**src/rtl/sync_to_mtd3l_s2p_fifo_pkg.sv**
```systemverilog
// Shared NCL/MTD3L definitions: output phases, spacer select
// levels and the single-bit to dual-rail mapping.
package NCL_signals;

  typedef enum logic [1:0] {
    SPC_AZS = 2'd0,
    SPC_AOS = 2'd1,
    DATA    = 2'd2
  } mtd3l_phase_t;

  localparam logic AZS_S0   = 1'b1;
  localparam logic AZS_NS1  = 1'b1;
  localparam logic AOS_S0   = 1'b0;
  localparam logic AOS_NS1  = 1'b0;
  localparam logic DATA_S0  = 1'b0;
  localparam logic DATA_NS1 = 1'b1;

  // {rail1, rail0} for one data bit
  function automatic logic [1:0] dual_rail_logic(input logic b);
    return {b, ~b};
  endfunction

endpackage

```
**src/rtl/sync_to_mtd3l_s2p_fifo_fifo.sv**
```systemverilog
// Word buffer: registered storage, wrap-bit pointers.
// Ports: push/wdata in, pop/rdata out, full, empty, level.
module sync_word_fifo #(
  parameter int WIDTH = 64,
  parameter int DEPTH = 2
) (
  input  logic                       clk,
  input  logic                       reset,
  input  logic                       push,
  input  logic [WIDTH-1:0]           wdata,
  input  logic                       pop,
  output logic [WIDTH-1:0]           rdata,
  output logic                       full,
  output logic                       empty,
  output logic [$clog2(DEPTH+1)-1:0] level
);

  localparam int AW = $clog2(DEPTH);
  localparam logic [AW:0] ONE = (AW+1)'(1);

  logic [WIDTH-1:0] mem [DEPTH];
  logic [AW:0]      wptr;
  logic [AW:0]      rptr;

  always_ff @(posedge clk or negedge reset) begin
    if (!reset) begin
      wptr <= '0;
      rptr <= '0;
    end else begin
      if (push) wptr <= wptr + ONE;
      if (pop)  rptr <= rptr + ONE;
    end
  end

  always_ff @(posedge clk) begin
    if (push) mem[wptr[AW-1:0]] <= wdata;
  end

  assign rdata = mem[rptr[AW-1:0]];
  assign empty = (wptr == rptr);
  assign full  = (wptr[AW] != rptr[AW]) &&
                 (wptr[AW-1:0] == rptr[AW-1:0]);
  assign level = wptr - rptr;

endmodule

```
**src/rtl/sync_to_mtd3l_s2p_fifo.sv**
```systemverilog
// Serial-to-parallel bridge from a clocked beat stream to MTD3L.
// Ports: beat in (data_in/valid/sof/data_req), ki in, z/s0/ns1/sleep_out out.
module sync_to_mtd3l_s2p_fifo #(
  parameter int WIDTH     = 64,
  parameter int LANES     = 1,
  parameter int DEPTH     = 2,
  parameter bit MSB_FIRST = 1'b0
) (
  input  logic                       clk,
  input  logic                       reset,
  input  logic [LANES-1:0]           data_in,
  input  logic                       data_in_valid,
  input  logic                       sof,
  output logic                       data_req,
  input  logic                       ki,
  output logic [2*WIDTH-1:0]         z,
  output logic                       sleep_out,
  output logic                       s0,
  output logic                       ns1,
  output logic [$clog2(DEPTH+1)-1:0] level,
  output logic                       overflow,
  output logic                       frame_err
);

  import NCL_signals::*;

  localparam int BEATS = WIDTH / LANES;
  localparam int BW = (BEATS > 1) ? $clog2(BEATS) : 1;
  localparam int IW = $clog2(WIDTH);
  localparam logic [BW-1:0] LAST   = BW'(BEATS - 1);
  localparam logic [BW-1:0] BONE   = BW'(1);
  localparam logic [IW-1:0] LSTEP  = IW'(LANES);
  localparam logic [IW-1:0] TOPOFF = IW'(WIDTH - LANES);

  logic [BW-1:0]    bcnt;
  logic [BW-1:0]    slot;
  logic [IW-1:0]    off;
  logic [WIDTH-1:0] asm_q;
  logic [WIDTH-1:0] asm_d;
  logic [WIDTH-1:0] head;
  logic             acc;
  logic             last;
  logic             push;
  logic             pop;
  logic             full;
  logic             empty;
  logic             ki_m;
  logic             ki_s;
  logic             nxt_aos;
  mtd3l_phase_t     phase;

  // Only the final beat needs a free slot
  assign data_req = !(full && bcnt == LAST);
  assign acc  = data_in_valid && data_req;
  assign slot = sof ? '0 : bcnt;
  assign last = (slot == LAST);
  assign push = acc && last;
  assign pop  = (phase == DATA) && !ki_s;

  always_comb begin
    off = IW'(slot) * LSTEP;
    if (MSB_FIRST) off = TOPOFF - off;
    // sof restarts from a clean word
    asm_d = sof ? '0 : asm_q;
    asm_d[off +: LANES] = data_in;
  end

  always_ff @(posedge clk or negedge reset) begin
    if (!reset) begin
      bcnt      <= '0;
      asm_q     <= '0;
      overflow  <= 1'b0;
      frame_err <= 1'b0;
    end else begin
      if (data_in_valid && !data_req) overflow <= 1'b1;
      if (acc && sof && bcnt != '0) frame_err <= 1'b1;
      if (acc) begin
        asm_q <= asm_d;
        bcnt  <= last ? '0 : slot + BONE;
      end
    end
  end

  sync_word_fifo #(
    .WIDTH (WIDTH),
    .DEPTH (DEPTH)
  ) u_fifo (
    .clk   (clk),
    .reset (reset),
    .push  (push),
    .wdata (asm_d),
    .pop   (pop),
    .rdata (head),
    .full  (full),
    .empty (empty),
    .level (level)
  );

  always_ff @(posedge clk or negedge reset) begin
    if (!reset) begin
      ki_m    <= 1'b0;
      ki_s    <= 1'b0;
      phase   <= SPC_AZS;
      nxt_aos <= 1'b1;
    end else begin
      ki_m <= ki;
      ki_s <= ki_m;
      case (phase)
        SPC_AZS, SPC_AOS: begin
          if (ki_s && !empty) phase <= DATA;
        end
        DATA: begin
          if (!ki_s) begin
            phase   <= nxt_aos ? SPC_AOS : SPC_AZS;
            nxt_aos <= !nxt_aos;
          end
        end
        default: phase <= SPC_AZS;
      endcase
    end
  end

  // z decodes registered state only
  always_comb begin
    z         = '0;
    s0        = AZS_S0;
    ns1       = AZS_NS1;
    sleep_out = 1'b1;
    unique case (1'b1)
      (phase == SPC_AOS): begin
        z   = '1;
        s0  = AOS_S0;
        ns1 = AOS_NS1;
      end
      (phase == DATA): begin
        for (int i = 0; i < WIDTH; i++)
          z[2*i +: 2] = dual_rail_logic(head[i]);
        s0        = DATA_S0;
        ns1       = DATA_NS1;
        sleep_out = 1'b0;
      end
      default: ;
    endcase
  end

endmodule

```
**config.mk**
```make
export PLATFORM = sky130hd
export DESIGN_NAME = sync_to_mtd3l_s2p_fifo
export DESIGN_NICKNAME = d
export VERILOG_FILES = /design/src/rtl/sync_to_mtd3l_s2p_fifo_pkg.sv /design/src/rtl/sync_to_mtd3l_s2p_fifo_fifo.sv /design/src/rtl/sync_to_mtd3l_s2p_fifo.sv
export SDC_FILE = /design/constraint.sdc
export NUM_CORES = 1
export LEC_CHECK = 0
export CORE_ASPECT_RATIO = 0.8
export CORE_UTILIZATION = 55
export DETAILED_ROUTE_END_ITERATION = 8
export DONT_BUFFER_PORTS = 1
export GPL_TIMING_DRIVEN = 0
export PLACE_DENSITY = 0.7
export SETUP_SLACK_MARGIN = 0.02
export SLEW_MARGIN = 10
export SYNTH_ARGS = -nofsm -noshare
export SYNTH_HDL_FRONTEND = slang
export SYNTH_SLANG_ARGS = --single-unit
```
**constraint.sdc**
```tcl
create_clock -name clk -period 5.97 [get_ports clk]
set_input_delay 0.597 -clock clk [delete_from_list [all_inputs] [get_ports clk]]
set_output_delay 0.597 -clock clk [all_outputs]
set_load 0.03 [all_outputs]
```
==> results of run 1 <==
cells in the mapped netlist (9+ instances only):
| library cell | count | area share [%] |
|---|---|---|
| buf_1 | 17 | 0.56 |
| a22o_1 | 9 | 0.69 |
| ha_1 | 9 | 0.99 |
| a221o_1 | 20 | 1.8 |
| a21oi_1 | 85 | 3.7 |
| o211ai_1 | 9 | 0.59 |
| dfrtp_1 | 80 | 18 |
| mux2_2 | 37 | 3.7 |
| nand2_1 | 82 | 2.7 |
| inv_1 | 15 | 0.49 |
| o31ai_1 | 15 | 0.99 |
| nor3b_1 | 22 | 1.4 |
| nand3_1 | 19 | 0.83 |
| buf_2 | 11 | 0.48 |
| or3_1 | 10 | 0.55 |
| xnor2_1 | 9 | 0.69 |
| nor2_1 | 131 | 4.3 |
| and2_1 | 70 | 3.8 |
| edfxtp_1 | 128 | 34 |
| o21ai_0 | 111 | 4.9 |
| mux2i_1 | 40 | 3.5 |
| nor3_1 | 18 | 0.79 |
| clkbuf_1 | 70 | 2.3 |
| a21o_1 | 27 | 1.8 |
cell families after synthesis:
family | count (synthesis) | synth area share, %
multiplexers | 77 | 7.16
AND/OR/NAND/NOR | 384 | 16.5
XOR/XNOR | 11 | 0.845
buffers and inverters | 115 | 4.04
AO/OA/AOI/OAI | 334 | 19.0
adder cells (fa/ha/maj) | 9 | 0.987
flip-flops | 209 | 51.5
worst max-delay path by stage:
stage | end | depth (start not counted) | from
global placement | u_fifo.mem[1][32] | 10 | sof
finish | z[64] | 5 | u_fifo.rptr[0]
global route | z[56] | 5 | u_fifo.rptr[0]
detailed placement | u_fifo.mem[0][38] | 13 | sof
CTS | z[56] | 5 | u_fifo.rptr[0]
floorplan | u_fifo.mem[1][0] | 10 | sof
power breakdown:
group / internal, mW / switching, mW / total [mW]
logic: 0.0812 / 0.200 / 0.281
registers: 1.56 / 0.0196 / 1.58
clock network: 0.939 / 0.586 / 1.53
sequential cells by signal, summed over array words and instances, names as in the netlist, 2 cells and up:
name         cells
u_fifo.mem     128
u_fifo.rptr      2
asm_q           64
phase            2
bcnt             6
u_fifo.wptr      2
stage by stage:
step	total power, mW	util [%]	hold WS (ps)	instances	setup TNS (ps)
after floorplan	1.78	-	301	1139	0
after global placement	1.86	58.4	305	1403	-173160
after detailed placement	1.86	59.0	303	1407	0
after CTS	3.39	63.1	0.617	1448	0
after global routing	3.47	63.1	103	1449	0
final	3.38	63.1	117	1449	0
final cells by class:
cell class,instances,share of cell area [%]
multi-input cells,815,40.1
clock buffers,29,4.79
flip-flops and latches,209,46.3
repair buffers,6,1.05
inverters,15,0.444
plain buffers,100,3.19
well taps,264,2.60
clock inverters,11,1.52
layer usage:
layer	wire length (um)	GRT usage (%)	vias to the layer above
li1	-	-	4207
met1	15400	47.5	4578
met2	15100	47.9	529
met3	3150	5.90	96
met4	1380	12.3	0
met5	0	0	-
worst max-delay path, cell delays in order, from the launching register on:
cell and delay, ps:
dfrtp_1 440, clkbuf_1 520, buf_1 750, mux2i_1 630
a21oi_1 140, nor2_1 450
==> metrics, run 1 <==
sequential cell area=0.00587 sq mm; CTS sink cnt=209; fill count=1,659; area delta synth->final=11.2%; GPL Wtd Cong=0.976; HP Class=primary input to register; PortBufs=0; reg2reg start=bcnt[0]; dpl cell area=0.0118 sq mm; Crit. End Element=output pin; Syn Nets=1,154; Routed wire per std cell=24.1 um; Die Span Y=131 um; setup bufs post-CTS=0; WS Path Type=register to output pin; Final Cell Area=0.0127 sq mm; synth warn=0; gr ovfl total=0; CORE AREA=0.0201 sq mm; largest net degree at the start of global routing=82; worst setup margin=1930 ps; worst-case clock buffer depth=3; number of synthesized register bits=209; CP arrival=3440 ps; hold_sp=ki; number of I/O pins=142; Initial Utilization=56.8%; max cap viols=0; overall routing resource usage=32.4%; post-cts resize count=0; Final period util=67.6%; Slew HR=27.6%; Die Area=0.0213 sq mm; R2R setup slack=2400 ps; P_leak=4.50 nW; Pwr Density=267 mW/mm^2; Routed Antenna Nets=0; residual DRC count=0; Skew-Pair Late Insertion Delay=520 ps; Seq/Total Area, Yosys=51.5%; final WL=35.0 mm; Worst Setup Start Kind=register; fin. max-slew vios=0; R2R depth=8; commonest cells after routing, fill and taps aside=nor2_1, edfxtp_1, o21ai_0; hold_buf cts=1; number of antenna violations at the first check in global routing=0; Post-synth EDFFs=128; H-tree depth=1; hold path depth=0; # nets final=1,184; area of the multi-input gates=0.00509 sq mm; CTS tree=built; outcome=finished, final reports clean; Unique masters post-synth=68; DRT Pass-1 Iters=7; Async SR Flop Fraction=38.8%; critical path data required time=5370 ps; hpwl dp=25.7 mm; Vias=9,410; first-pass GRT wire length=50.8 mm; Tightest Pin Transition=1080 ps; dpl ws=1730 ps; Avg Inst Size Synth=10.0 sq um; initial detailed-routing violation count=1,270; post-route minimum period=4040 ps; f_max=0.248 GHz; worst r2r dst=u_fifo.mem[1][57]; final hold vios=0; num rows=46; clock root buffer=clkbuf_16; diode count=0; CTS buffer count=22; Clock transition at path regs=60 ps; peak supply drop=0.200 mV; WHS Endpoint=ki_m; top_reg_cell synth=edfxtp_1; layout cells sized above 1=9.28%; commonest non-fill, non-tap cell in the layout=nor2_1; Post-Synthesis Cells=1,139; crit-path max FO=10; Worst Clk Skew=19.7 ps; die width=163 um; vias in the first global route=8,242; RSZ-0062 raised after global routing=no; vias per cell=6.49; # setup viols final=0; Cell Area, Synth=0.0114 sq mm
Note: power is estimated with default switching activity, not from simulation.
==> run 2, diff against run 1 <==
Settings changed: PLACE_DENSITY 0.7 to 0.73.
Clock period 5.97 ns to 3.43 ns, I/O delays scaled along.
==> run 2 against run 1 <==
Net effect:
- non-clock buffer count is 6 higher
- worst hold slack better by 100 ps
- global-route usage is 0.62 points higher
- largest cell class unchanged
- highest routed layer is now met5
==> metrics, run 2 (synthesis gave the netlist of run 1 again) <==
outcome=finished, final reports clean; die width=163 um; hold path depth=3; worst setup margin=18.1 ps; Slowest cell on crit path=mux2i_1; peak supply drop=0.306 mV; vias per cell=6.52; number of antenna violations at the first check in global routing=0; fin. max-slew vios=0; Worst Setup Start Kind=register; post-layout util=63.4%; # setup viols final=0; vias in the first global route=8,326; overall routing resource usage=33.0%; P_leak=4.53 nW; CP arrival=3070 ps; Critical Path Start=u_fifo.rptr[0]; hpwl dp=25.7 mm; Crit. End Element=output pin; final WL=35.6 mm; RSZ-0062 raised after global routing=yes; worst-case clock buffer depth=3; CTS sink cnt=209; H-tree depth=1; Skew-Pair Late Insertion Delay=510 ps; largest net degree at the start of global routing=82; Die Area=0.0213 sq mm; critical path data required time=3090 ps; Fin Setup TNS=0 ps; dpl cell area=0.0118 sq mm; max cap viols=0; Routed wire per std cell=24.4 um; clock root buffer=clkbuf_16; area delta synth->final=11.6%; Routed Antenna Nets=0; Final Cell Area=0.0127 sq mm; CTS tree=built; Vias=9,484; met3 Usage GRT=6.57%; layout cells sized above 1=10.8%; Pwr Density=451 mW/mm^2; commonest cells after routing, fill and taps aside=edfxtp_1, nor2_1, o21ai_0; final hold vios=0; worst r2r dst=u_fifo.mem[0][36]; worst path cell trace=clkbuf_2 -> clkdlybuf4s15_2 -> mux2i_1 -> a21oi_1 -> nor2_1; num rows=46; GPL Wtd Cong=0.957; Die Span Y=131 um; PortBufs=0; CORE AREA=0.0201 sq mm; initial detailed-routing violation count=1,247; number of flip-flops in the largest register=128; Initial Utilization=56.8%; Final Non-Filler Cells=1,455; Worst Clk Skew=23.7 ps; placed cell count=1,407; WHS Endpoint=asm_q[13]; hold slack=216 ps; Tightest Pin Transition=1000 ps; dpl ws=-707 ps; met1 usage=48.7%; Clock transition at path regs=60 ps; post-route minimum period=3410 ps; commonest non-fill, non-tap cell in the layout=edfxtp_1; first-pass GRT wire length=51.6 mm; met2 usage=50.5%; residual DRC count=0; Slowest Stage Delay on Critical Path=570 ps; CTS buffer count=22; R2R setup slack=160 ps; crit-path max FO=10; gr ovfl total=0; f_max=0.293 GHz; reg2reg start=bcnt[0]; WS Path Type=register to output pin; Final period util=99.5%; hold_sp=data_in_valid; DRT Pass-1 Iters=6; # nets final=1,190; HP Class=primary input to register; R2R depth=11; Pwr Total=5.74 mW; number of I/O pins=142; Slew HR=32.5%; Top Usage Layer GRT=met2; diode count=0
-- run 2: how the worst max path moves through the flow --
stage                             end  slack, ps  cells after the start
detailed placement  u_fifo.mem[1][30]       -710                     11
global route                    z[68]        -40                      5
finish                          z[80]         20                      5
global placement    u_fifo.mem[1][38]       -950                     10
CTS                              z[0]         50                      5
floorplan            u_fifo.mem[1][0]        220                     10
-- run 2: worst max-delay path: cells and delay by family, from the launching register on --
kind | cells | cell delay (ps)
buffers and inverters | 2 | 900
multiplexers | 1 | 570
flip-flops | 1 | 480
AND/OR/NAND/NOR | 1 | 470
AO/OA/AOI/OAI | 1 | 140
-- run 2: layout make-up --
cell class | instances | area (sq um)
inverter | 15 | 56.3
buffer | 100 | 424
fill | 1644 | 7350
tap | 264 | 330
timing repair buffer | 12 | 168
sequential | 209 | 5870
clock inverter | 9 | 128
multi-input combinational | 815 | 5130
clock buffer | 31 | 626
-- run 2: where the power goes --
part           leakage [nW]  internal (mW)  total (mW)  switching [mW]
Sequential             2.18           2.71        2.74          0.0337
Combinational          1.98          0.149       0.508           0.359
Clock                 0.367           1.50        2.49           0.983
Total                  4.53           4.36        5.74            1.38
-- run 2: what timing repair did --
| action | CTS | global route |
|---|---|---|
| resized for setup | 8 | 13 |
| setup endpoints to repair | 55 | 65 |
| hold buffers | 4 | 0 |
| pin swaps | 1 | 1 |
| setup buffers | 3 | 1 |
| endpoints found under the hold margin | 84 | 0 |
-- run 2: per-layer routing --
layer / vias up / wire (um)
met5: - / 45
met4: 2 / 768
met3: 62 / 3650
met2: 559 / 15600
met1: 4647 / 15500
li1: 4214 / -
==> run 3, diff against run 2 <==
Settings changed: CELL_PAD_IN_SITES_DETAIL_PLACEMENT set to 0, CELL_PAD_IN_SITES_GLOBAL_PLACEMENT set to 2, CORE_UTILIZATION 55 to 37, GPL_ROUTABILITY_DRIVEN set to 0, PLACE_DENSITY 0.73 to unset, PLACE_DENSITY_LB_ADDON set to 0.1.
==> run 3 against run 2 <==
Net effect:
- via count fell by 3.2%
- wire length rose by 13%
- cell count rose by 11%
- largest cell class unchanged
- clock power barely moved
==> metrics, run 3 (synthesis gave the netlist of run 1 again) <==
Die Span Y=159 um; layout cells sized above 1=12.4%; Crit. End Element=register; outcome=finished, final reports clean; # setup viols final=0; placed cell count=1,556; max cap viols=0; Initial Utilization=37.6%; first-pass GRT wire length=59.4 mm; die width=198 um; Vias=9,179; Final period util=97.4%; HP Class=primary input to register; gr ovfl total=0; commonest cells after routing, fill and taps aside=edfxtp_1, nor2_1, o21ai_0; Routed Antenna Nets=0; Pwr Density=444 mW/mm^2; fin. max-slew vios=0; hold path depth=3; diode count=0; dpl cell area=0.0120 sq mm; Worst Setup Start Kind=register; WS Path Type=register to register; CTS tree=built; final WL=40.3 mm; H-tree depth=1; PortBufs=0; Final Cell Area=0.0131 sq mm; commonest non-fill, non-tap cell in the layout=edfxtp_1; Routed wire per std cell=24.9 um; CTS sink cnt=209; CTS buffer count=23; Final Non-Filler Cells=1,619; P_leak=4.62 nW; overall routing resource usage=25.8%; vias in the first global route=8,841; peak supply drop=0.307 mV; area delta synth->final=14.5%; number of I/O pins=142; worst-case clock buffer depth=3; num rows=57; DRT Pass-1 Iters=5; vias per cell=5.67; Skew-Pair Late Insertion Delay=520 ps; number of flip-flops in the largest register=128; final hold vios=0; CP arrival=3590 ps; Die Area=0.0315 sq mm; Fin Setup TNS=0 ps; Slew HR=34.0%; # nets final=1,204; post-route minimum period=3340 ps; R2R depth=8; Clock transition at path regs=60 ps; number of antenna violations at the first check in global routing=1; RSZ-0062 raised after global routing=no; hpwl dp=29.6 mm; clock root buffer=clkbuf_16; Tightest Pin Transition=982 ps; critical path data required time=3680 ps; crit-path max FO=10; initial detailed-routing violation count=765; f_max=0.299 GHz; residual DRC count=0; CORE AREA=0.0303 sq mm; Worst Clk Skew=7.04 ps; largest net degree at the start of global routing=82
run 3: cell types whose count changed in the layout (fill, tap and decap cells not counted), sizes merged:
cell	delta
buf	+9
clkinv	+2
clkinvlp	+2
inv	+1
nor2	+1
run 3: metrics by stage:
stage / hold slack [ps] / setup WS (ps) / util (%) / power [mW]
5_1_grt: 259 / 21.2 / 43.1 / 5.97
3_3_place_gp: 52.1 / -1420 / 39.4 / 3.27
2_1_floorplan: 47.4 / 218 / - / 3.10
4_1_cts: 232 / 41.2 / 42.6 / 5.82
6_report: 250 / 89.1 / 43.1 / 5.79
3_5_place_dp: 51.5 / -888 / 39.7 / 3.27
run 3: layout make-up:
class	count	area, sq um
Fill cell	2949	17300
Sequential cell	209	5870
Multi-Input combinational cell	816	5150
Clock buffer	28	594
Tap cell	413	517
Buffer	100	434
Timing Repair Buffer	24	278
Clock inverter	14	153
Inverter	15	56.3
run 3: critical path, stage by stage (launching register included):
cell,delay (ps)
dfrtp_1,380
buf_2,210
nand2_1,180
ha_1,280
inv_1,180
xnor2_2,510
nand2_1,370
clkbuf_1,370
o31ai_1,570
run 3: metal layers:
layer	up-vias	global-route usage, %	part of all wire [%]
met3	43	3.58	4.9
li1	4250	-	-
met5	-	0	0
met2	257	39.1	45
met1	4629	38.9	48
met4	0	5.36	1.9
run 3: path summary, 6_finish.rpt:
check / start / end / slack (ps)
setup / recovery: bcnt[0] / u_fifo.mem[1][41] / 90
setup reg to reg: bcnt[0] / u_fifo.mem[1][41] / 90
min in group asynchronous: reset / u_fifo.wptr[1] / 370
hold / removal: data_in_valid / asm_q[9] / 250
hold reg to reg: ki_m / ki_s / 360
max in group asynchronous: reset / bcnt[1] / 2600
run 3: repair_timing:
item | in CTS | in global routing
cloned | 1 | 0
setup buffers | 2 | 14
resized for setup | 17 | 16
endpoints found under the setup margin | 208 | 128
endpoints found under the hold margin | 84 | 0
hold buffers | 4 | 0
pin swaps | 2 | 4
run 3: report_power, final:
group,internal [mW],switching (mW),leakage [nW]
logic,0.154,0.382,2.09
registers,2.71,0.0340,2.18
clock network,1.46,1.05,0.351
total,4.33,1.47,4.62
